**src/rtl/jk_bank_pkg.sv**
```systemverilog
// jk_bank_pkg: shared state encoding and JK excitation codes for the bank driver
package jk_bank_pkg;
  typedef enum logic [2:0] {S_IDLE, S_CLEAR, S_DRIVE, S_SAMPLE, S_DONE, S_ERR} state_t;
  localparam logic [1:0] JK_HOLD = 2'b00;
  localparam logic [1:0] JK_RST  = 2'b01;
  localparam logic [1:0] JK_SET  = 2'b10;
  localparam logic [1:0] JK_TGL  = 2'b11;
  function automatic logic [1:0] jk_excite(input logic q, input logic t, input logic mode);
    return (q == t) ? JK_HOLD : mode ? JK_TGL : t ? JK_SET : JK_RST;
  endfunction
endpackage

```
**src/rtl/jk_excite_bit.sv**
```systemverilog
// jk_excite_bit: {J,K} code that moves one cell from q to t
module jk_excite_bit
  import jk_bank_pkg::*;
(
  input  logic       q,
  input  logic       t,
  input  logic       mode,
  output logic [1:0] jk
);
  assign jk = jk_excite(q, t, mode);
endmodule

```
**src/rtl/jk_bank_driver.sv**
```systemverilog
// jk_bank_driver: drives a JK cell bank to a target word with readback and retry
module jk_bank_driver
  import jk_bank_pkg::*;
#(
  parameter int WIDTH     = 4,
  parameter int MAX_RETRY = 3
) (
  input  logic               clk,
  input  logic               rst,
  input  logic               tgt_valid,
  input  logic [WIDTH-1:0]   tgt_data,
  input  logic               tgt_mode,
  output logic               tgt_ready,
  input  logic               clr_req,
  output logic [2*WIDTH-1:0] jk,
  output logic               ff_rst,
  input  logic [WIDTH-1:0]   q_fb,
  output logic               busy,
  output logic               done,
  output logic               err,
  output logic [WIDTH-1:0]   err_bits
);
  localparam logic [2:0] MAX_R = 3'(MAX_RETRY);
  state_t               state, state_n;
  logic [WIDTH-1:0]     tgt_q, tgt_n, exc_tgt, err_bits_n;
  logic                 mode_q, mode_n, exc_mode, ff_rst_n, done_n, err_n;
  logic [2:0]           retry, retry_n;
  logic [2*WIDTH-1:0]   jk_n, exc;
  // jk is registered, so excitation is computed for the target being entered
  assign exc_tgt   = (state == S_IDLE) ? tgt_data : tgt_q;
  assign exc_mode  = (state == S_IDLE) ? tgt_mode : mode_q;
  assign tgt_ready = (state == S_IDLE) && !clr_req && !rst;
  for (genvar i = 0; i < WIDTH; i++) begin : g_exc
    jk_excite_bit u_bit (.q(q_fb[i]), .t(exc_tgt[i]), .mode(exc_mode), .jk(exc[2*i +: 2]));
  end
  always_comb begin
    state_n    = state;
    tgt_n      = tgt_q;
    mode_n     = mode_q;
    retry_n    = retry;
    jk_n       = '0;
    ff_rst_n   = 1'b0;
    done_n     = 1'b0;
    err_n      = 1'b0;
    err_bits_n = err_bits;
    case (state)
      S_IDLE:
        if (clr_req) begin
          state_n  = S_CLEAR;
          tgt_n    = '0;
          retry_n  = '0;
          ff_rst_n = 1'b1;
        end else if (tgt_valid) begin
          state_n    = S_DRIVE;
          tgt_n      = tgt_data;
          mode_n     = tgt_mode;
          retry_n    = '0;
          err_bits_n = '0;
          jk_n       = exc;
        end
      S_CLEAR: state_n = S_SAMPLE;
      S_DRIVE: begin
        state_n = S_SAMPLE;
        retry_n = retry + 3'd1;
      end
      S_SAMPLE:
        if (q_fb == tgt_q) begin
          state_n = S_DONE;
          done_n  = 1'b1;
        end else if (retry == MAX_R) begin
          state_n    = S_ERR;
          err_n      = 1'b1;
          err_bits_n = q_fb ^ tgt_q;
        end else begin
          state_n = S_DRIVE;
          jk_n    = exc;
        end
      default: state_n = S_IDLE;
    endcase
  end
  always_ff @(posedge clk) begin
    if (rst) begin
      state    <= S_IDLE;
      tgt_q    <= '0;
      mode_q   <= 1'b0;
      retry    <= '0;
      jk       <= '0;
      ff_rst   <= 1'b1;
      done     <= 1'b0;
      err      <= 1'b0;
      err_bits <= '0;
      busy     <= 1'b0;
    end else begin
      state    <= state_n;
      tgt_q    <= tgt_n;
      mode_q   <= mode_n;
      retry    <= retry_n;
      jk       <= jk_n;
      ff_rst   <= ff_rst_n;
      done     <= done_n;
      err      <= err_n;
      err_bits <= err_bits_n;
      busy     <= state_n != S_IDLE;
    end
  end
endmodule

```
**config.mk**
```make
export PLATFORM = sky130hd
export DESIGN_NAME = jk_bank_driver
export DESIGN_NICKNAME = d
export VERILOG_FILES = /design/src/rtl/jk_bank_pkg.sv /design/src/rtl/jk_excite_bit.sv /design/src/rtl/jk_bank_driver.sv
export SDC_FILE = /design/constraint.sdc
export NUM_CORES = 1
export LEC_CHECK = 0
export ABC_AREA = 1
export CAP_MARGIN = 20
export CELL_PAD_IN_SITES_DETAIL_PLACEMENT = 0
export CELL_PAD_IN_SITES_GLOBAL_PLACEMENT = 1
export CORE_MARGIN = 10
export CORE_UTILIZATION = 34
export DETAILED_ROUTE_END_ITERATION = 12
export GPL_TIMING_DRIVEN = 1
export PLACE_DENSITY_LB_ADDON = 0.1
export SYNTH_ARGS = -nofsm -noshare
export SYNTH_HDL_FRONTEND = slang
export SYNTH_HIERARCHICAL = 1
export SYNTH_SLANG_ARGS = --single-unit
```
**constraint.sdc**
```tcl
create_clock -name clk -period 1.74 [get_ports clk]
set_clock_uncertainty 0.05 [all_clocks]
set_input_delay 0.174 -clock clk [delete_from_list [all_inputs] [get_ports clk]]
set_output_delay 0.174 -clock clk [all_outputs]
set_load 0.01 [all_outputs]
```
==> results.toml, run 1 <==
[synth]
synth_warnings = 6
ys_seq_elements = 27
avgSynthCellArea_sq_um = 6.43
synth_ff_type = "dfxtp_1"
synth_area_leader_cell = "dfxtp_1"
yosysSeqAreaShare = 0.414
synth_area_sq_um = 1310
async_flop_share = 0
synth_common_cells = "nand2_1, nor2_1, inv_1"
syn-num-nets = 218
yosysUniqueCellTypes = 20
synth_top_area_frac = 0.414
yosys.cell_count.top_type = "nand2_1"
syn_inst = 203
synth_edf_count = 0
ys_top_cells_by_area = "dfxtp_1, nand2_1, nor2_1, inv_1, nor2_2"

[clock_tree]
clkLatencyLatePin_ns = 0.27
holdBufCountCts = 0
cts_buffer_depth = 2
clk_pin_slew_worst_paths_ns = 0.09
h-tree-depth = 1
cts_buffers = 3
cts_tree = "yes"
clkSinkCount = 27
cts_root_buf = "clkbuf_8"

[run]
drv_cap = 0

[global_routing]
grt.overflow.total = 0
antenna_found_initial = 0
use_met3 = 0.0273
busiest_layer = "met2"
grt_pass1_vias = 1289
grt_util_met2 = 0.198
grt_max_degree = 15
grt_usage = 0.103
grt_pass1_wl_mm = 5.45
grtUsageMet1 = 0.107

[floorplan]
initial_core_util = 0.354
die_y_um = 82.0
rows = 22
die_area_sq_um = 6720
core-area_sq_um = 3690
ioPinCount = 30
die_w_um = 82.0

[sta]
rsz0062_at_grt = "no"
relSlewSlack = 0.714
hold_slack_ns = 0.420
max_freq_mhz = 621
fin_crit_ns = 1.61
final-setup-viol-count = 0
hold_viol_final = 0
worst_pin_slew_ns = 0.430
finalCritPeriodShare = 0.926
tns_ns = 0
finalMaxSlewViolations = 0

[routing]
drcViolationCount = 0
routed_wl_mm = 3.29
viasPerCell = 4.44
drtAntennaViolNets = 0
num_vias = 1301
first_pass_iters = 4
drt-wirelength-per-cell_um = 11.2
drtIter0Drc = 68

[worst_setup_path]
critPathMaxFanout = 6
critPathLaunchType = "flip-flop"
worstPathArrival_ns = 1.78
path_class = "flip-flop to flip-flop"
end_kind = "flip-flop"
required_ns = 1.91

[power]
fin_total_pwr_mw = 1.58
p_leak_nw = 0.804
max-vdd-ir-drop_mv = 0.373
cellPowerDensity_nw_per_um2 = 892

[placed_design]
hpwl_mm = 2.63
gp_congestion = 0.839
io_buffers = 29

[cells_and_area]
diodes = 0
area_growth_pct = 35.6
fin_nets = 261
drive_gt1_frac = 0.118
nFillCells = 400
fin_util = 0.480

[worst_hold_path]
holdCritPathClass = "flip-flop to flip-flop"

[run_status]
status = "finished, final reports clean"
per-stage QoR:
step / std cells / instance area, sq um / setup slack (ns)
after floorplan: 203 / 1310 / 0.227
after global placement: 289 / 1730 / 0.0873
after detailed placement: 289 / 1730 / 0.0450
after CTS: 293 / 1770 / 0.104
after global routing: 293 / 1770 / 0.00420
final: 293 / 1770 / 0.129
where the power goes:
group          switching [mW]  internal [mW]
sequential             0.0229          0.664
combinational           0.319          0.218
clock                   0.191          0.164
final timing paths:
| path | startpoint | end | slack (ns) | cells past startpoint |
|---|---|---|---|---|
| setup reg to reg | state[1]$_SDFF_PP0_ | jk[4]$_SDFF_PP0_ | 0.13 | 11 |
| hold / removal | retry[2]$_SDFFE_PP0P_ | retry[2]$_SDFFE_PP0P_ | 0.42 | 2 |
| setup / recovery | state[1]$_SDFF_PP0_ | jk[4]$_SDFF_PP0_ | 0.13 | 11 |
| hold reg to reg | retry[2]$_SDFFE_PP0P_ | retry[2]$_SDFFE_PP0P_ | 0.42 | 2 |
final cells by class:
type	instances	area [sq um]	share of cell area
timing repair buffer	39	364	0.206
clock buffer	4	45.0	0.0254
multi-input combinational	144	643	0.363
sequential	27	541	0.305
tap	48	60.1	0.0339
inverter	31	119	0.0671
metal layers:
layer | vias up | wire (um)
met5 | - | 0
met4 | 0 | 29
met3 | 4 | 189
met2 | 25 | 1660
met1 | 580 | 1410
li1 | 692 | -
cell usage in the layout, fill, tap and decap left out:
master           count
inv_2                1
buf_4               10
a211oi_1             1
a21oi_2              1
dlygate4sd2_1        1
clkdlybuf4s50_1     28
nor2_1              34
dfxtp_1             27
o21ai_0              5
nor2_2               9
inv_4                1
nand2_4              1
nor3_4               1
o21ai_1              2
clkbuf_1             1
a21oi_1             10
nand2_1             70
nand2_2              2
clkbuf_8             3
nand3_1              3
inv_1               28
ha_1                 2
clkinv_1             1
nor3_1               3
worst max-delay path: stages, from the launching register on:
cell and delay (ns):
dfxtp_1 0.37, nor2_2 0.06, nand2_2 0.06, clkinv_1 0.07, buf_4 0.16, o21ai_0 0.30
inv_1 0.09, nand2_1 0.08, nand2_1 0.06, nor2_1 0.09, nand2_1 0.07, nor2_2 0.11
cell families (layout without fill, tap and decap cells):
logic type / count (synthesis) / count (layout) / synth area share
AO/OA/AOI/OAI: 19 / 19 / 0.0776
AND/OR/NAND/NOR: 123 / 123 / 0.396
buffers and inverters: 32 / 74 / 0.0939
flip-flops: 27 / 27 / 0.414
adder cells (fa/ha/maj): 2 / 2 / 0.0192
timing repair:
item / CTS / global route
cloned: 0 / 0
gates resized for setup: 1 / 1
setup buffers: 0 / 0
setup endpoints to repair: 1 / 2
flip-flops by register name (all words and copies together) (netlist names):
signal,count
err_bits,4
err,1
ff_rst,1
state,3
jk,8
done,1
mode_q,1
tgt_q,4
busy,1
retry,3
(Power assumes the default switching activity.)
==> run 2, diff against run 1 <==
--- a/config.mk
+++ b/config.mk
@@ -5,12 +5,12 @@
 export SDC_FILE = /design/constraint.sdc
 export NUM_CORES = 1
 export LEC_CHECK = 0
-export ABC_AREA = 1
+export ABC_CLOCK_PERIOD_IN_PS = 1740
 export CAP_MARGIN = 20
 export CELL_PAD_IN_SITES_DETAIL_PLACEMENT = 0
 export CELL_PAD_IN_SITES_GLOBAL_PLACEMENT = 1
 export CORE_MARGIN = 10
-export CORE_UTILIZATION = 34
+export CORE_UTILIZATION = 37
 export DETAILED_ROUTE_END_ITERATION = 12
 export GPL_TIMING_DRIVEN = 1
 export PLACE_DENSITY_LB_ADDON = 0.1
==> constraint.sdc (replaced) <==
create_clock -name clk -period 1.74 [get_ports clk]
set_clock_uncertainty 0.05 [all_clocks]
set_input_delay 0.261 -clock clk [delete_from_list [all_inputs] [get_ports clk]]
set_output_delay 0.261 -clock clk [all_outputs]
set_load 0.01 [all_outputs]
==> run 2 against run 1 <==
  * Utilization up 6.0 points
  * Non-clock buffer count grew 7
  * Worst setup slack worse by 0.016 ns
  * Highest routed layer unchanged
==> results.toml, run 2 <==
[floorplan]
die_area_sq_um = 6490
core-area_sq_um = 3440
rows = 21
die_w_um = 80.6
ioPinCount = 30
die_y_um = 80.6
initial_core_util = 0.394

[cells_and_area]
final_common_cell = "clkdlybuf4s50_1"
drive_gt1_frac = 0.202
fin_util = 0.540
top_register = "jk"
fin_nets = 209
nFillCells = 321
largest_register_ffs = 8
area_growth_pct = 37.0
largestRegisters = "jk x8, err_bits x4, tgt_q x4"
diodes = 0
layout_common_cells = "clkdlybuf4s50_1, dfxtp_1, nand2_1, a21oi_1, buf_4"
fin_cells = 239

[synth]
ys_seq_elements = 27
yosysUniqueCellTypes = 39
synth_common_cells = "dfxtp_1, nand2_1, a21oi_1"
syn_inst = 150
yosys.cell_count.top_type = "dfxtp_1"
synth_warnings = 6
synth_area_sq_um = 1360
synth_ff_type = "dfxtp_1"
yosysSeqAreaShare = 0.398
synth_top_area_frac = 0.398
synth_edf_count = 0
synth_area_leader_cell = "dfxtp_1"
async_flop_share = 0
ys_top_cells_by_area = "dfxtp_1, a21oi_1, nand2_1, mux2i_1, nand3_1"
avgSynthCellArea_sq_um = 9.05
syn-num-nets = 165

[run_status]
status = "finished, final reports clean"

[placed_design]
hpwl_mm = 2.57
place_ws_ns = -0.137
place_inst = 232
gp_congestion = 0.782
io_buffers = 29

[sta]
max_freq_mhz = 614
final-setup-viol-count = 0
setup_ws_ns = 0.112
finalCritPeriodShare = 0.935
finalMaxSlewViolations = 0
hold_viol_final = 0
worst_pin_slew_ns = 0.570
relSlewSlack = 0.619
fin_crit_ns = 1.63

[clock_tree]
h-tree-depth = 1
cts_root_buf = "clkbuf_8"
clkLatencyLatePin_ns = 0.27
cts_buffers = 3
cts_tree = "yes"
holdBufCountCts = 0
cts_buffer_depth = 2
clk_pin_slew_worst_paths_ns = 0.09
clkSinkCount = 27

[global_routing]
grt_max_degree = 22
grt_usage = 0.101
grt_pass1_wl_mm = 5.38
grt_pass1_vias = 1106
antenna_found_initial = 0
grt.overflow.total = 0

[worst_setup_path]
critical_path_buf_inv_count = 1
worstPathArrival_ns = 1.32
end_kind = "primary output"
crit_chain = "or3_1 > nor3_1 > buf_2"
critPathLaunchType = "flip-flop"
path_class = "flip-flop to primary output"
critical-path-max-stage-delay_ns = 0.41
critPathMaxFanout = 2
required_ns = 1.43
worst_path_dominant_cell_family = "simple AND/OR/NAND/NOR gates"
cp_slowest_cell = "or3_1"

[run]
drv_cap = 0

[worst_hold_path]
holdCritPathClass = "flip-flop to flip-flop"

[power]
fin_total_pwr_mw = 1.53
p_leak_nw = 0.710
cellPowerDensity_nw_per_um2 = 821
max-vdd-ir-drop_mv = 0.328

[routing]
wl_met1_mm = 1.61
num_vias = 1202
first_pass_iters = 4
met2_length_mm = 1.45
drtIter0Drc = 84
top_layer = "met4"
wl_met3_um = 257
drtAntennaViolNets = 0
drcViolationCount = 0
viasPerCell = 5.03
routed_wl_mm = 3.33
drt-wirelength-per-cell_um = 13.9
-- run 2: cell count changes after synthesis, moves of 3 or more --
cell,delta
clkbuf_1,+3
nor2_2,-9
nor2_1,-31
a31o_2,+4
a21oi_1,+9
mux2i_1,+8
nand3_1,+10
o211ai_1,+3
buf_2,+3
inv_1,-26
nand2_1,-45
-- run 2: timing repair --
item,4_1_cts,5_1_grt
setup endpoints to repair,1,7
cloned,0,1
buffers inserted,0,2
gates resized for setup,4,4
-- run 2: final timing paths --
| path | cells after the start | endpoint | slack, ns | start |
|---|---|---|---|---|
| setup / recovery | 3 | tgt_ready | 0.11 | state[2]$_SDFF_PP0_ |
| hold / removal | 1 | err_bits[0]$_SDFFE_PP0P_ | 0.44 | err_bits[0]$_SDFFE_PP0P_ |
| setup reg to reg | 8 | jk[3]$_SDFF_PP0_ | 0.11 | state[2]$_SDFF_PP0_ |
| hold reg to reg | 1 | err_bits[0]$_SDFFE_PP0P_ | 0.44 | err_bits[0]$_SDFFE_PP0P_ |
-- run 2: cell type report --
class	instances	area, sq um	share of cell area
well taps	46	57.6	0.0310
clock inverters	1	5.00	0.00269
multi-input cells	114	791	0.425
flip-flops and latches	27	541	0.291
inverters	2	7.51	0.00404
repair buffers	46	417	0.224
clock buffers	3	41.3	0.0222
-- run 2: report_power, final --
group,internal (mW),switching [mW]
Clock,0.160,0.185
Combinational,0.236,0.275
Sequential,0.651,0.0182
Total,1.05,0.479
-- run 2: layer usage --
layer,vias to the layer above,track usage
met5,-,0
met4,0,0.0264
met3,2,0.0334
met2,23,0.154
met1,551,0.132
li1,626,-
-- run 2: cells by family (layout without fill, tap and decap cells) --
| family | count (synthesis) | after routing | share of synthesized area |
|---|---|---|---|
| buffers and inverters | 9 | 52 | 0.0276 |
| xor gates and xnor gates | 5 | 5 | 0.0516 |
| AOI/OAI and AO/OA | 37 | 37 | 0.200 |
| DFF | 27 | 27 | 0.398 |
| adders and majority gates | 2 | 2 | 0.0184 |
| and+or+nand+nor | 62 | 62 | 0.245 |
| muxes | 8 | 8 | 0.0590 |
-- run 2: through the flow --
| step | setup TNS, ns | instance area (sq um) | hold WS [ns] |
|---|---|---|---|
| 6_report | 0 | 1860 | 0.442 |
| 5_1_grt | -0.0199 | 1860 | 0.464 |
| 4_1_cts | 0 | 1830 | 0.448 |
| 3_5_place_dp | -1.81 | 1780 | 0.423 |
| 3_3_place_gp | -1.49 | 1780 | 0.418 |
| 2_1_floorplan | 0 | 1360 | 0.321 |
-- run 2: worst register-to-register path: stages (launching register included) --
cell and delay [ns]:
dfxtp_1 0.33, buf_4 0.18, nor3_4 0.23, buf_4 0.17, nand2_1 0.05, nand2_1 0.11, mux2i_1 0.22, nand3_1 0.08
a21oi_1 0.13
==> run 3, diff against run 2 <==
--- a/config.mk
+++ b/config.mk
@@ -11,6 +11,7 @@
 export CELL_PAD_IN_SITES_GLOBAL_PLACEMENT = 1
 export CORE_MARGIN = 10
 export CORE_UTILIZATION = 37
+export CTS_BUF_LIST = sky130_fd_sc_hd__clkbuf_8 sky130_fd_sc_hd__clkbuf_16
 export DETAILED_ROUTE_END_ITERATION = 12
 export GPL_TIMING_DRIVEN = 1
 export PLACE_DENSITY_LB_ADDON = 0.1
==> results of run 3 <==
Same layout as run 2: the final DEF is identical, and so are final timing and power.
